--- config.mk ---
export PLATFORM = sky130hd
export DESIGN_NAME = dac8411_write
export DESIGN_NICKNAME = d
export VERILOG_FILES = /design/src/rtl/dac8411_write.sv
export SDC_FILE = /design/constraint.sdc
export NUM_CORES = 1
export LEC_CHECK = 0
export ABC_CLOCK_PERIOD_IN_PS = 1900
export BUFFER_PORTS_ARGS = -buffer_cell sky130_fd_sc_hd__buf_4
export CORE_ASPECT_RATIO = 1.4
export CORE_UTILIZATION = 50
export CTS_CLUSTER_DIAMETER = 40
export DETAILED_ROUTE_END_ITERATION = 10
export GPL_TIMING_DRIVEN = 0
export PLACE_DENSITY_LB_ADDON = 0.15
export REMOVE_ABC_BUFFERS = 1
export SYNTH_ARGS = -nofsm -noshare
export SYNTH_HDL_FRONTEND = slang
export SYNTH_SLANG_ARGS = --single-unit
--- constraint.sdc ---
create_clock -name clk -period 1.9 [get_ports clk]
set_clock_uncertainty 0.05 [all_clocks]
set_input_delay 0.38 -clock clk [delete_from_list [all_inputs] [get_ports clk]]
set_output_delay 0.38 -clock clk [all_outputs]
set_load 0.05 [all_outputs]
--- src/rtl/dac8411_write.sv ---
// dac8411_write: streams data_in to a DAC8411 as repeated 24-bit SYNC/SCLK/DIN frames, SCLK = clk/2.
module dac8411_write #(
  parameter int         DAC_WIDTH        = 16,
  parameter logic [1:0] PD_MODE          = 2'b00,
  parameter int         SYNC_HIGH_CYCLES = 4
) (
  input  logic                 clk,
  input  logic                 aresetn,
  input  logic [DAC_WIDTH-1:0] data_in,
  output logic                 sclk,
  output logic                 serial_data_out,
  output logic                 syncn
);
  localparam logic [0:0] GAP   = 1'b0;
  localparam logic [0:0] SHIFT = 1'b1;
  localparam int         CW    = $clog2(SYNC_HIGH_CYCLES);
  localparam int         LSH   = 16 - DAC_WIDTH;
  localparam logic [CW-1:0] CNT_LAST = CW'(SYNC_HIGH_CYCLES - 1);
  logic [0:0]    state_q, state_d;
  logic [CW-1:0] cnt_q, cnt_d;
  logic [4:0]    bit_q, bit_d;
  logic [23:0]   sr_q, sr_d;
  logic          sync_q, sync_d, sclk_q, sclk_d, sdo_q, sdo_d;
  logic [15:0]   data16;
  logic [23:0]   word;
  assign data16 = 16'(data_in) << LSH;
  assign word   = {PD_MODE, data16, 6'b000000};
  // sclk_q doubles as the phase bit: high means the next edge is an sclk falling edge
  always_comb begin
    state_d = state_q;
    cnt_d   = cnt_q;
    bit_d   = bit_q;
    sr_d    = sr_q;
    sync_d  = sync_q;
    sclk_d  = sclk_q;
    sdo_d   = sdo_q;
    if (state_q == GAP) begin
      if (cnt_q == CNT_LAST) begin
        state_d = SHIFT;
        cnt_d   = '0;
        bit_d   = 5'd23;
        sr_d    = word;
        sync_d  = 1'b0;
        sclk_d  = 1'b1;
        sdo_d   = word[23];
      end else begin
        cnt_d = cnt_q + 1'b1;
      end
    end else if (sclk_q) begin
      sclk_d = 1'b0;
    end else if (bit_q == 5'd0) begin
      state_d = GAP;
      sync_d  = 1'b1;
      sdo_d   = 1'b0;
    end else begin
      bit_d  = bit_q - 1'b1;
      sclk_d = 1'b1;
      sr_d   = {sr_q[22:0], 1'b0};
      sdo_d  = sr_q[22];
    end
  end
  always_ff @(posedge clk or negedge aresetn) begin
    if (!aresetn) begin
      state_q <= GAP;
      cnt_q   <= '0;
      bit_q   <= '0;
      sr_q    <= '0;
      sync_q  <= 1'b1;
      sclk_q  <= 1'b0;
      sdo_q   <= 1'b0;
    end else begin
      state_q <= state_d;
      cnt_q   <= cnt_d;
      bit_q   <= bit_d;
      sr_q    <= sr_d;
      sync_q  <= sync_d;
      sclk_q  <= sclk_d;
      sdo_q   <= sdo_d;
    end
  end
  assign syncn           = sync_q;
  assign sclk            = sclk_q;
  assign serial_data_out = sdo_q;
endmodule

==> results of run 1 <==
==> cell type report <==
type                    instances  share of cell area, %
multi-input cells              80                   41.9
flip-flops and latches         28                   41.7
repair buffers                 22                   9.95
well taps                      36                   2.67
clock buffers                   4                   2.15
inverters                       4                   1.11
repair inverters                1                  0.445
==> Yosys cell counts, drive strengths merged (2+ instances only) <==
library cell | number | share of area, %
a211oi | 3 | 1.6
a21oi | 3 | 1.1
a221o | 15 | 11
buf | 4 | 2.5
clkbuf | 9 | 2.4
dfrtp | 27 | 48
ha | 2 | 1.8
inv | 4 | 1.1
mux2 | 2 | 1.6
nand2 | 5 | 1.5
nand3 | 2 | 0.71
nor2 | 6 | 1.6
nor2b | 4 | 1.8
nor3 | 2 | 0.71
o21ai | 4 | 1.4
o221a | 15 | 12
or4b | 2 | 1.4
==> routing by layer <==
layer / vias up / GRT usage, %
met2: 38 / 37.3
met1: 603 / 36.6
met4: 0 / 7.86
met5: - / 0
li1: 533 / -
met3: 4 / 3.90
==> timing repair <==
action	in CTS	in global routing
endpoints found under the hold margin	27	0
gates cloned	3	2
gates resized for setup	10	5
pin swaps	0	0
hold buffers	1	0
endpoints found under the setup margin	23	19
buffers inserted	0	1
==> worst min-delay path: stages <==
cell,delay [ns]
buf_4,0.08
nand2_1,0.04
o21ai_0,0.06
==> where the power goes <==
| part | switching (W) | leakage (nW) | internal, W | total [W] |
|---|---|---|---|---|
| Sequential | 0 | 0.378 | 0.000596 | 0.000596 |
| Clock | 0.000168 | 0.0210 | 0.000117 | 0.000285 |
| Combinational | 0.0000162 | 0.344 | 0.0000231 | 0.0000393 |
| Total | 0.000184 | 0.743 | 0.000736 | 0.000921 |
==> sequential cells by signal, indices dropped and copies added, names as in the netlist <==
| signal | flops |
|---|---|
| sclk | 1 |
| sr_q | 17 |
| serial_data_out | 1 |
| bit_q | 5 |
| state_q | 1 |
| syncn | 1 |
| cnt_q | 2 |
==> final timing paths <==
| path | startpoint | endpoint |
|---|---|---|
| hold / removal | data_in[0] | sr_q[6]$_DFFE_PN0P_ |
| min in group asynchronous | aresetn | cnt_q[0]$_DFFE_PN0N_ |
| setup / recovery | bit_q[0]$_DFFE_PN0P_ | sr_q[18]$_DFFE_PN0P_ |
| max in group asynchronous | aresetn | syncn$_DFFE_PN1P_ |
| hold reg to reg | serial_data_out$_DFFE_PN0P_ | serial_data_out$_DFFE_PN0P_ |
| setup reg to reg | bit_q[0]$_DFFE_PN0P_ | sr_q[18]$_DFFE_PN0P_ |
==> through the flow <==
step	total power [W]	TNS (ns)	util (%)
floorplan	0.000607	-6.89	-
detailed placement	0.000646	-18.95	58.1
global route	0.000966	0	63.8
global placement	0.000645	-15.96	58.1
finish	0.000921	0	63.8
CTS	0.000928	0	62.3
==> cell families after synthesis <==
family                     synth area share (%)
muxes                                      1.60
buffers and inverters                      5.95
DFF                                        49.8
AOI/OAI and AO/OA                          30.2
and+or+nand+nor                            10.7
adders and majority gates                  1.78
==> impl_metrics.tcl, run 1 <==
set metrics [dict create \
    cp_slowest_stage_delay_ns 0.54 \
    wl_met1_mm 1.42 \
    final_hold_viol_count 0 \
    grt_max_degree 29 \
    numCtsBuffers 3 \
    fin_area_um2 1690 \
    worst_ep_arrival_time_ns 2.01 \
    seq_area_um2 703 \
    grt_pass1_vias 1138 \
    die_w_um 46.9 \
    crit_required_ns 2.08 \
    num_io_pins 21 \
    hp-class "input pin to register" \
    ir_worst_vdd_mv 0.324 \
    cts.sinks 28 \
    ys_types 33 \
    slew_headroom_pct 66.8 \
    htree_num_levels 1 \
    die_area_um2 3040 \
    period_minus_slack_ns 1.83 \
    power_density_nw_per_um2 546 \
    setup_slack_ns 0.0655 \
    crit_slowest_cell "or4b_4" \
    initial_core_util_pct 53.3 \
    dp_slack_ns -1.04 \
    top_layer "met4" \
    wl_per_cell_um 19.5 \
    r2r.worst_path.cells 5 \
    drt_iter0_drc 53 \
    critPathKind "register to register" \
    layout_common_cells "26 x dfrtp_1, 21 x buf_4, 15 x a221o_1, 15 x o221a_2, 6 x nor2_1" \
    nets 160 \
    portBuffers 20 \
    synthesis.area_um2 1410 \
    dr_wl_met2_mm 1.80 \
    grt.overflow.total 0 \
    fillCellCount 237 \
    insertion_delay_ns 0.32 \
    die_h_um 64.8 \
    dr.pass1.iters 4 \
    grt_pass1_wl_mm 5.52 \
    status "finished, final reports clean" \
    clockBufferDepth 2 \
    synthArstFlopShare_pct 100 \
    fin_hold_ws_ns 0.220 \
    dp_cells 164 \
    fmax_mhz 545 \
    wl_met3_um 160 \
    hpwl_mm 1.88 \
    rsz0062_at_grt "no" \
    num_vias 1178 \
    syn_avg_cell_area_um2 11.6 \
    place_area_um2 1540 \
    cp-end-kind "register" \
    final_cells 175 \
    leakage_nw 0.743 \
    synth-main-ff-cell "dfrtp_1" \
    synth_edf_count 0 \
    cp_cell_sequence "inv_2 -> ha_4 -> or4b_4 -> a221o_1 -> o221a_2" \
    layout-drive-gt1-share_pct 43.2 \
    holdPathStages 3 \
    drc_errors 0 \
    grt_antenna_before_repair 0 \
    cp-start-kind "register" \
    cp_max_fo 8 \
    core_area_um2 2640 \
    finalMaxSlewViolations 0 \
    wl_mm 3.42 \
    rows 22 \
    setup_viol 0 \
    ys_warn_count 0 \
    cp.depth 5 \
    clockRootBuffer "clkbuf_4" \
    grt_use_total_pct 25.0 \
    multi_input_area_um2 707 \
    netlist_instances 121 \
    n_antenna_cell 0 \
    cp_top_family "simple AND/OR/NAND/NOR gates" \
    synth_seq_cells 28 \
    reg2reg_slack_ns 0.07 \
    place_congestion 0.723 \
    mostFrequentLayoutCell "dfrtp_1" \
    cts_tree "yes" \
    path_clk_slew_ns 0.14 \
    ant_nets 0 \
    via_per_inst 6.73 \
    path_buf_inv 1 \
    post-route-period-util_pct 96.6 \
    tightest_slew_ns 0.496 \
    cap_viol_max_count 0 \
    synth-seq-area-share_pct 49.8 \
    area.growth.synth_to_final_pct 19.6 \
]
No activity file was read; power rests on OpenSTA's default activity.
==> inputs of run 2 (changes only) <==
Settings changed: CORE_ASPECT_RATIO 1.4 to 1.75.
==> run 2 against run 1 <==
Design area grew 1.3%. Hold slack gained 0.026 ns. Worst setup slack gained 0.0017 ns. Sequential share of layout area shrank 0.59 points. Non-clock buffer count grew 1. Total power grew 9.4%. Die area grew 0.18%. Sequential power is essentially flat. Clock-buffer cell count is the same. Critical path type unchanged. Critical endpoint is now sr_q[7]$_DFFE_PN0P_.
==> impl_metrics.tcl, run 2 (synthesis results as in run 1) <==
set metrics [dict create \
    swShare_pct 20.1 \
    worst_ep_arrival_time_ns 1.95 \
    largest_reg_flops 17 \
    ant_nets 0 \
    drc_errors 0 \
    holdPathStages 3 \
    post-route-period-util_pct 96.5 \
    die_w_um 42.1 \
    cp-start-kind "register" \
    cp_max_fo 8 \
    met3_usage_pct 2.24 \
    dp_cells 155 \
    numCtsBuffers 3 \
    fmax_mhz 546 \
    die_h_um 72.2 \
    setup_viol 0 \
    portBuffers 20 \
    regMostFlops "sr_q" \
    grt_antenna_before_repair 0 \
    final_cells 166 \
    period_minus_slack_ns 1.83 \
    slew_headroom_pct 52.5 \
    grt_max_degree 29 \
    critPathKind "register to register" \
    finalMaxSlewViolations 0 \
    initial_core_util_pct 52.4 \
    p_sw_w 0.000203 \
    wl_per_cell_um 20.7 \
    final_hold_viol_count 0 \
    clockBufferDepth 2 \
    p_int_w 0.000804 \
    n_antenna_cell 0 \
    path_clk_slew_ns 0.09 \
    hpwl_mm 1.82 \
    leakage_nw 0.771 \
    cp-end-kind "register" \
    grt.overflow.total 0 \
    mostFrequentLayoutCell "dfrtp_1" \
    crit_required_ns 2.02 \
    power_density_nw_per_um2 590 \
    wl_mm 3.43 \
    clockPowerShare_pct 36.9 \
    fin_hold_ws_ns 0.246 \
    cts_tree "yes" \
    pwr-share-comb_pct 4.0 \
    rsz0062_at_grt "no" \
    area.growth.synth_to_final_pct 21.1 \
    grt_use_total_pct 22.5 \
    cts.sinks 28 \
    gr-usage-met1_pct 30.0 \
    r2r.worst_path.cells 5 \
    via_per_inst 7.17 \
    htree_num_levels 1 \
    drt_iter0_drc 37 \
    grt_pass1_wl_mm 5.31 \
    num_vias 1191 \
    seqPwrFrac_pct 59.1 \
    core_area_um2 2690 \
    grt_pass1_vias 1092 \
    dr.pass1.iters 4 \
    tightest_slew_ns 0.712 \
    clockRootBuffer "clkbuf_8" \
    cap_viol_max_count 0 \
    place_congestion 0.735 \
    layout_common_cells "27 x dfrtp_1, 22 x buf_4, 15 x a221o_1, 15 x o221a_2, 6 x nor2_1" \
    reg_top3 "sr_q: 17 flops, bit_q: 5 flops, cnt_q: 2 flops" \
    grt_busiest_layer "met2" \
    rows 25 \
    status "finished, final reports clean" \
    num_io_pins 21 \
    finalPower_w 0.00101 \
    ir_worst_vdd_mv 0.450 \
    nets 160 \
    die_area_um2 3040 \
    hp-class "input pin to register" \
    insertion_delay_ns 0.28 \
    grtUsageMet2_pct 38.0 \
    layout-drive-gt1-share_pct 42.4 \
]
-- run 2: final timing paths --
path | from | end | slack [ns]
max reg2reg | bit_q[0]$_DFFE_PN0P_ | sr_q[7]$_DFFE_PN0P_ | 0.07
min reg2reg | sr_q[21]$_DFFE_PN0P_ | sr_q[22]$_DFFE_PN0P_ | 0.47
min | data_in[0] | sr_q[6]$_DFFE_PN0P_ | 0.25
max in group asynchronous | aresetn | syncn$_DFFE_PN1P_ | 1.00
min in group asynchronous | aresetn | bit_q[2]$_DFFE_PN0P_ | 0.50
max | bit_q[0]$_DFFE_PN0P_ | sr_q[7]$_DFFE_PN0P_ | 0.07
-- run 2: layout make-up --
type	count	area [µm²]
inverter	4	15.0
fill	221	983
sequential	28	702
timing repair buffer	23	175
tap	27	33.8
clock buffer	4	55.1
multi-input combinational	80	726
-- run 2: critical path: stages, from the launching register on --
cell     delay [ns]
dfrtp_1        0.40
inv_1          0.11
ha_4           0.18
or4b_4         0.54
a221o_1        0.33
o221a_2        0.13
-- run 2: through the flow --
stage | area [µm²] | setup TNS, ns | utilization, % | setup WS (ns)
final | 1710 | 0 | 63.4 | 0.0672
after global routing | 1710 | 0 | 63.4 | 0.0209
after CTS | 1630 | 0 | 60.7 | 0.0222
after detailed placement | 1520 | -17.08 | 56.7 | -0.945
after global placement | 1520 | -15.89 | 56.7 | -0.890
after floorplan | 1340 | -6.89 | - | -0.426
-- run 2: repair_timing --
| action | in CTS | in global routing |
|---|---|---|
| hold endpoints to repair | 27 | 0 |
| hold buffers | 1 | 0 |
| resized for setup | 7 | 7 |
| buffers inserted | 1 | 1 |
| endpoints found under the setup margin | 23 | 21 |
| cloned | 1 | 3 |
-- run 2: layer usage --
layer / wire, µm / vias up
met3: 178 / 7
met4: 70 / 0
met2: 1820 / 52
met5: 0 / -
li1: - / 535
met1: 1360 / 597
-- run 2: power by group through the flow --
stage | registers (W) | clock network [W] | logic (W)
final | 0.000595 | 0.000372 | 0.0000399
after global routing | 0.000596 | 0.000399 | 0.0000440
after CTS | 0.000596 | 0.000380 | 0.0000406
after detailed placement | 0.000607 | 0 | 0.0000391
after global placement | 0.000607 | 0 | 0.0000381
after floorplan | 0.000607 | 0 | 0.0000000266
==> inputs of run 3 (changes only) <==
Settings changed: CELL_PAD_IN_SITES_DETAIL_PLACEMENT set to 1, CELL_PAD_IN_SITES_GLOBAL_PLACEMENT set to 1, CORE_UTILIZATION 50 to 40, SETUP_SLACK_MARGIN set to 0.4.
==> run 3 against run 2 <==
Hold slack improved by 0.038 ns. Highest routed layer unchanged. Total power increased by 9.6%. Largest power group unchanged. Critical path depth unchanged. Sequential power about the same.
==> impl_metrics.tcl, run 3 (synthesis results as in run 1) <==
set metrics [dict create \
    status "finished, final reports clean" \
    swShare_pct 18.4 \
    largest_reg_flops 17 \
    r2r.worst_path.cells 5 \
    tightest_slew_ns 0.580 \
    finalPower_w 0.00110 \
    layout_common_cells "31 x buf_4, 24 x dfrtp_1, 15 x a221o_1, 15 x o221a_2, 6 x nor2_1" \
    holdPathStages 3 \
    num_vias 1237 \
    core_area_um2 3360 \
    fillCellCount 352 \
    drc_errors 0 \
    power_density_nw_per_um2 575 \
    dp_cells 173 \
    cp-start-kind "register" \
    insertion_delay_ns 0.28 \
    die_area_um2 3770 \
    cp-end-kind "register" \
    htree_num_levels 1 \
    final_hold_viol_count 0 \
    cts.sinks 28 \
    worst_ep_arrival_time_ns 1.93 \
    critPathKind "register to register" \
    period_minus_slack_ns 1.80 \
    finalMaxSlewViolations 0 \
    seq_area_um2 706 \
    num_io_pins 21 \
    cts_tree "yes" \
    initial_core_util_pct 41.9 \
    fmax_mhz 555 \
    drt_iter0_drc 46 \
    rsz0062_at_grt "yes" \
    numCtsBuffers 3 \
    crit_required_ns 2.02 \
    hpwl_mm 2.16 \
    reg_top3 "sr_q: 17 flops, bit_q: 5 flops, cnt_q: 2 flops" \
    grt.overflow.total 0 \
    pwr-share-comb_pct 3.6 \
    n_antenna_cell 0 \
    nets 173 \
    regMostFlops "sr_q" \
    p_int_w 0.000901 \
    cp_max_fo 6 \
    clockBufferDepth 2 \
    mostFrequentLayoutCell "buf_4" \
    via_per_inst 6.28 \
    wl_mm 4.17 \
    grt_pass1_wl_mm 6.53 \
    seqPwrFrac_pct 53.9 \
    slew_headroom_pct 61.2 \
    path_clk_slew_ns 0.10 \
    grt_pass1_vias 1314 \
    die_w_um 46.9 \
    multi_input_area_um2 783 \
    area.growth.synth_to_final_pct 36.4 \
    clockPowerShare_pct 42.5 \
    setup_viol 0 \
    leakage_nw 0.849 \
    ir_worst_vdd_mv 0.603 \
    wl_per_cell_um 21.1 \
    portBuffers 20 \
    clockRootBuffer "clkbuf_8" \
    die_h_um 80.5 \
    grt_antenna_before_repair 0 \
    grt_max_degree 29 \
    rows 28 \
    fin_hold_ws_ns 0.285 \
    dr.pass1.iters 4 \
    post-route-period-util_pct 94.9 \
    fin_setup_tns_ns 0 \
    layout-drive-gt1-share_pct 54.6 \
    ant_nets 0 \
    p_sw_w 0.000204 \
    final_cells 197 \
    hp-class "input pin to register" \
    cap_viol_max_count 0 \
    place_congestion 0.779 \
    grt_use_total_pct 23.6 \
]
run 3: layout make-up:
class,count,area share (%)
well taps,45,2.93
repair buffers,34,14.3
flip-flops and latches,28,36.7
repair inverters,2,0.651
inverters,4,0.977
multi-input cells,80,40.8
clock buffers,3,2.15
clock inverters,1,1.56
run 3: power groups by stage:
stage | registers (W) | clock network, W | logic [W]
final | 0.000595 | 0.000469 | 0.0000399
after CTS | 0.000596 | 0.000480 | 0.0000409
after global placement | 0.000607 | 0 | 0.0000383
after floorplan | 0.000607 | 0 | 0.0000000266
after global routing | 0.000596 | 0.000501 | 0.0000439
after detailed placement | 0.000607 | 0 | 0.0000392
run 3: repair_timing:
item,in CTS,in global routing
gates resized for setup,24,8
pin swaps,3,6
setup endpoints to repair,27,27
setup buffers,7,6
hold endpoints to repair,27,0
hold buffers,1,0
gates cloned,6,0
run 3: layer usage:
layer / global-route usage (%) / up-vias / wire length (µm)
met1: 31.3 / 659 / 1840
met2: 38.8 / 18 / 2250
met3: 2.70 / 2 / 57
li1: - / 558 / -
met5: 0 / - / 0
met4: 6.86 / 0 / 15
run 3: final timing paths:
kind / start / endpoint / slack [ns]
max: bit_q[0]$_DFFE_PN0P_ / sr_q[12]$_DFFE_PN0P_ / 0.1
min in group asynchronous: aresetn / cnt_q[1]$_DFFE_PN0N_ / 0.50
min: data_in[0] / sr_q[6]$_DFFE_PN0P_ / 0.28
max reg2reg: bit_q[0]$_DFFE_PN0P_ / sr_q[12]$_DFFE_PN0P_ / 0.1
min reg2reg: serial_data_out$_DFFE_PN0P_ / serial_data_out$_DFFE_PN0P_ / 0.50
max in group asynchronous: aresetn / syncn$_DFFE_PN1P_ / 0.97
run 3: critical path: stages, from the launching register on:
cell and delay, ns:
dfrtp_1 0.39, inv_2 0.08, ha_4 0.17, or4b_4 0.54, a221o_1 0.35, o221a_2 0.12
run 3: per-stage QoR:
stage	utilization [%]	setup WS, ns	cell area, µm²
floorplan	-	-0.426	1340
global placement	46.0	-0.990	1550
detailed placement	46.1	-0.496	1550
CTS	55.0	0.131	1850
global route	57.1	0.0784	1920
finish	57.1	0.0967	1920
